==> config.mk <==
export PLATFORM = sky130hd
export DESIGN_NAME = mac_dot_accum
export DESIGN_NICKNAME = d
export VERILOG_FILES = /design/src/rtl/mac_pkg.sv /design/src/rtl/mac_sat_add.sv /design/src/rtl/mac_dot_accum.sv
export SDC_FILE = /design/constraint.sdc
export NUM_CORES = 1
export LEC_CHECK = 0
export CAP_MARGIN = 10
export CORE_MARGIN = 8
export CORE_UTILIZATION = 50
export CTS_CLUSTER_DIAMETER = 200
export CTS_CLUSTER_SIZE = 10
export DETAILED_ROUTE_END_ITERATION = 7
export GPL_ROUTABILITY_DRIVEN = 1
export PLACE_DENSITY = 0.82
export SYNTH_ARGS = -nofsm -noshare
export SYNTH_HDL_FRONTEND = slang
export SYNTH_HIERARCHICAL = 1
export SYNTH_SLANG_ARGS = --single-unit
==> constraint.sdc <==
create_clock -name clk -period 2.5 [get_ports clk]
set_input_delay 0.5 -clock clk [delete_from_list [all_inputs] [get_ports clk]]
set_output_delay 0.5 -clock clk [all_outputs]
set_load 0.005 [all_outputs]
==> src/rtl/mac_pkg.sv <==
// Shared types and default widths for the mac unit and its downstream stages.
package mac_pkg;

    localparam int unsigned MAC_OUT_WIDTH = 4;
    localparam int unsigned MAC_ACC_WIDTH = 8;

    typedef enum logic {
        ACCUM,
        HOLD
    } mac_state_e;

endpackage

==> src/rtl/mac_sat_add.sv <==
// Combinational unsigned adder that clamps to all-ones on carry-out.
module mac_sat_add #(
    parameter int unsigned ACC_WIDTH = 8
) (
    input  logic [ACC_WIDTH-1:0] a,
    input  logic [ACC_WIDTH-1:0] b,
    output logic [ACC_WIDTH-1:0] sum,
    output logic                 sat
);

    logic [ACC_WIDTH:0] wide;

    always_comb begin
        wide = {1'b0, a} + {1'b0, b};
        sat  = wide[ACC_WIDTH];
        sum  = sat ? {ACC_WIDTH{1'b1}} : wide[ACC_WIDTH-1:0];
    end

endmodule

==> src/rtl/mac_dot_accum.sv <==
// Sums VEC_LEN mac results into a saturating dot-product total and holds it on a
// valid/ready port, stalling the input side until the total is taken.
module mac_dot_accum
    import mac_pkg::*;
#(
    parameter int unsigned OUT_WIDTH = MAC_OUT_WIDTH,
    parameter int unsigned ACC_WIDTH = MAC_ACC_WIDTH,
    parameter int unsigned VEC_LEN   = 4
) (
    input  logic                 clk,
    input  logic                 reset,
    input  logic                 in_valid,
    input  logic [OUT_WIDTH-1:0] in_data,
    output logic                 in_ready,
    input  logic                 flush,
    output logic                 out_valid,
    input  logic                 out_ready,
    output logic [ACC_WIDTH-1:0] out_data,
    output logic                 out_sat
);

    // Keep a 1-bit counter for VEC_LEN=1; it then never leaves zero.
    localparam int unsigned CNT_WIDTH = (VEC_LEN > 1) ? $clog2(VEC_LEN) : 1;
    localparam logic [CNT_WIDTH-1:0] CNT_LAST = CNT_WIDTH'(VEC_LEN - 1);

    mac_state_e           state_q;
    logic [ACC_WIDTH-1:0] acc_q;
    logic [CNT_WIDTH-1:0] cnt_q;
    logic                 sat_q;

    logic [ACC_WIDTH-1:0] in_ext;
    logic [ACC_WIDTH-1:0] add_sum;
    logic                 add_sat;

    assign in_ext = ACC_WIDTH'(in_data);

    mac_sat_add #(
        .ACC_WIDTH(ACC_WIDTH)
    ) u_sat_add (
        .a  (acc_q),
        .b  (in_ext),
        .sum(add_sum),
        .sat(add_sat)
    );

    assign in_ready = reset && (state_q == ACCUM);

    always_ff @(posedge clk) begin
        if (!reset) begin
            state_q   <= ACCUM;
            acc_q     <= '0;
            cnt_q     <= '0;
            sat_q     <= 1'b0;
            out_valid <= 1'b0;
            out_data  <= '0;
            out_sat   <= 1'b0;
        end else begin
            case (state_q)
                ACCUM: begin
                    if (flush) begin
                        // Flush beats a same-cycle beat even though in_ready is high.
                        acc_q <= '0;
                        cnt_q <= '0;
                        sat_q <= 1'b0;
                    end else if (in_valid) begin
                        if (cnt_q == CNT_LAST) begin
                            out_data  <= add_sum;
                            out_sat   <= sat_q | add_sat;
                            out_valid <= 1'b1;
                            state_q   <= HOLD;
                            acc_q     <= '0;
                            cnt_q     <= '0;
                            sat_q     <= 1'b0;
                        end else begin
                            acc_q <= add_sum;
                            sat_q <= sat_q | add_sat;
                            cnt_q <= cnt_q + CNT_WIDTH'(1);
                        end
                    end
                end
                HOLD: begin
                    if (out_ready) begin
                        out_valid <= 1'b0;
                        state_q   <= ACCUM;
                    end
                end
                default: state_q <= ACCUM;
            endcase
        end
    end

endmodule

==> impl_metrics.env <==
export IMPL_cts_tree="yes"
export IMPL_synth_compound_area_share_pct=19.2
export IMPL_dr_pass1_iters=5
export IMPL_pre_cts_ws_ns=-0.141
export IMPL_wl_met2_um=1440
export IMPL_first_iter_violations=44
export IMPL_grt_pass1_vias=1125
export IMPL_fill_cells=225
export IMPL_ys_async_sr_fraction_pct=0
export IMPL_numCtsBuffers=3
export IMPL_wl_um=2860
export IMPL_finalHoldViolCount=0
export IMPL_port_buffers=19
export IMPL_htreeDepth=1
export IMPL_place_inst=201
export IMPL_gp_congestion=0.944
export IMPL_rows=18
export IMPL_io_pins=20
export IMPL_final_area_um2=1560
export IMPL_fp_dieArea_um2=4530
export IMPL_syn2layout_area_growth_pct=18.1
export IMPL_wl_met3_um=112
export IMPL_tightest_slew_ns=0.572
export IMPL_via_per_inst=5.73
export IMPL_p_per_area_nw_per_um2=554
export IMPL_ir_worst_vdd_mv=0.371
export IMPL_post_dp_cell_area_um2=1500
export IMPL_cp_required_ns=2.72
export IMPL_grt_pass1_wl_um=5090
export IMPL_crit_fanout=8
export IMPL_cts_setup_buffers=0
export IMPL_root_buffer="clkbuf_4"
export IMPL_setup_viol_count_final=0
export IMPL_reg2reg_depth=8
export IMPL_synth_area_um2=1320
export IMPL_post_cts_resized=0
export IMPL_status="finished clean"
export IMPL_clk_pin_slew_ns=0.13
export IMPL_synth_xor_area_share_pct=2.66
export IMPL_holdPathStages=2
export IMPL_ant_nets=0
export IMPL_setup_slack_ns=0.168
export IMPL_initial_core_util_pct=53.2
export IMPL_max_cap_violations=0
export IMPL_fmax_mhz=429
export IMPL_final_layout_size_suffix_gt1_share_pct=10.9
export IMPL_highest_layer="met4"
export IMPL_grt_usage_pct=14.2
export IMPL_fin_cells=205
export IMPL_syn_inst=155
export IMPL_ys_flop_type="dfxtp_1"
export IMPL_hold_path_class="register to register"
export IMPL_layout_commonest_cell="nand2_1"
export IMPL_clock_sinks=22
export IMPL_dr_total_vias=1175
export IMPL_wl_met1_um=1250
export IMPL_grt_max_degree=42
export IMPL_clk_latency_ns=0.32
export IMPL_nets=196
export IMPL_wl_per_cell_um=14.0
export IMPL_fp_dieH_um=67.3
export IMPL_hpwlAfterDp_um=2070
export IMPL_ys_types=39
export IMPL_finalCritPeriodShare_pct=93.3
export IMPL_synthMuxAreaShare_pct=0.760
export IMPL_criticalPathCategory="primary input to register"
export IMPL_fp_dieW_um=67.3
export IMPL_cp_arrival_ns=2.55
export IMPL_post_route_drc_count=0
export IMPL_cts_hold_buf=0
export IMPL_setup_worst_path_start_class="primary input"
export IMPL_finalClockSkew_ns=0.00342
export IMPL_grt_overflow=0
export IMPL_slew_viol_final=0
export IMPL_synthAdderAreaFrac_pct=11.0
export IMPL_relSlewSlack_pct=61.7
export IMPL_clockBufferDepth=2
export IMPL_critPathCaptureType="register"
export IMPL_antenna_cells=0
export IMPL_synth_warnings=6
export IMPL_core_area_um2=2480
export IMPL_ys_seq_elements=22
export IMPL_avgSynthCellArea_um2=8.50
export IMPL_synth_edff_count=0
export IMPL_fin_crit_ns=2.33
export IMPL_synth_seq_area_share_pct=33.4
export IMPL_final_cell_mix="nand2_1, dfxtp_1, o21ai_0, clkdlybuf4s50_1"
export IMPL_synth_top_family_by_area="simple AND/OR/NAND/NOR gates"
export IMPL_grt_setup_unrepaired="false"
export IMPL_antenna_found_initial=0
export IMPL_tns_ns=0
export IMPL_p_leak_nw=0.633
export IMPL_yosys_area_share_simple_pct=26.1
[power breakdown]
group          internal (W)  switching [W]
Combinational     0.0000889       0.000118
Sequential         0.000365     0.00000992
Clock              0.000162       0.000119
[routing by layer]
metal,up-vias,global-route usage (%)
li1,590,-
met2,29,24.9
met4,0,7.57
met5,-,0
met3,8,2.98
met1,548,15.9
[stage by stage]
stage	total power [W]	utilization, %	hold WS, ns
3_5_place_dp	0.000583	60.7	0.452
4_1_cts	0.000864	62.8	0.470
3_3_place_gp	0.000577	60.7	0.447
6_report	0.000863	62.8	0.468
2_1_floorplan	0.000534	-	0.437
5_1_grt	0.000911	62.8	0.492
[sequential cells by signal (all words and copies together) (netlist names)]
name       cells
out_data       8
acc_q          8
state_q        1
out_valid      1
sat_q          1
cnt_q          2
out_sat        1
[critical path, stage by stage]
cell and delay [ns]:
clkdlybuf4s50_1 0.42, ha_1 0.22, fa_1 0.41, a21oi_1 0.23, o211a_1 0.24, o21a_4 0.21, inv_1 0.07, o211ai_1 0.15
o21ai_0 0.10
[synthesized netlist by cell type, drive strengths merged (2+ instances only)]
| cell type | n | area [um2] |
|---|---|---|
| a21o | 2 | 15.0 |
| a21oi | 8 | 43.8 |
| and3 | 2 | 15.0 |
| buf | 5 | 51.3 |
| clkbuf | 3 | 11.3 |
| dfxtp | 22 | 440 |
| ha | 10 | 125 |
| inv | 3 | 11.3 |
| nand2 | 26 | 97.6 |
| nand2b | 2 | 17.5 |
| nand3 | 12 | 70.1 |
| nand4 | 10 | 62.6 |
| nor2 | 5 | 18.8 |
| nor2b | 2 | 12.5 |
| nor3 | 2 | 10.0 |
| nor4b | 2 | 17.5 |
| o211a | 2 | 20.0 |
| o21a | 2 | 22.5 |
| o21ai | 20 | 104 |
| xor2 | 3 | 26.3 |
[path summary, 6_finish.rpt]
kind | from | endpoint | slack, ns
hold reg to reg | out_data[0]$_SDFFE_PN0P_ | out_data[0]$_SDFFE_PN0P_ | 0.47
setup / recovery | in_data[0] | out_sat$_SDFFE_PN0P_ | 0.17
setup reg to reg | acc_q[0]$_SDFFE_PN0P_ | out_sat$_SDFFE_PN0P_ | 0.42
hold / removal | out_data[0]$_SDFFE_PN0P_ | out_data[0]$_SDFFE_PN0P_ | 0.47
[final cells by class]
class | instances | area, um2 | share of cell area (%)
clock buffer | 3 | 22.5 | 1.45
timing repair buffer | 22 | 213 | 13.7
sequential | 22 | 440 | 28.3
multi-input combinational | 124 | 802 | 51.5
tap | 30 | 37.5 | 2.41
inverter | 3 | 11.3 | 0.723
clock inverter | 1 | 30.0 | 1.93
[cells by family (layout without fill, tap and decap cells)]
logic type	Yosys count	in the layout
AO/OA/AOI/OAI	39	39
XOR/XNOR	4	4
adder cells (fa/ha/maj)	11	11
buffers and inverters	12	29
flip-flops	22	22
multiplexers	1	1
other	1	4
AND/OR/NAND/NOR	65	65
No activity file was read; power rests on OpenSTA's default activity.
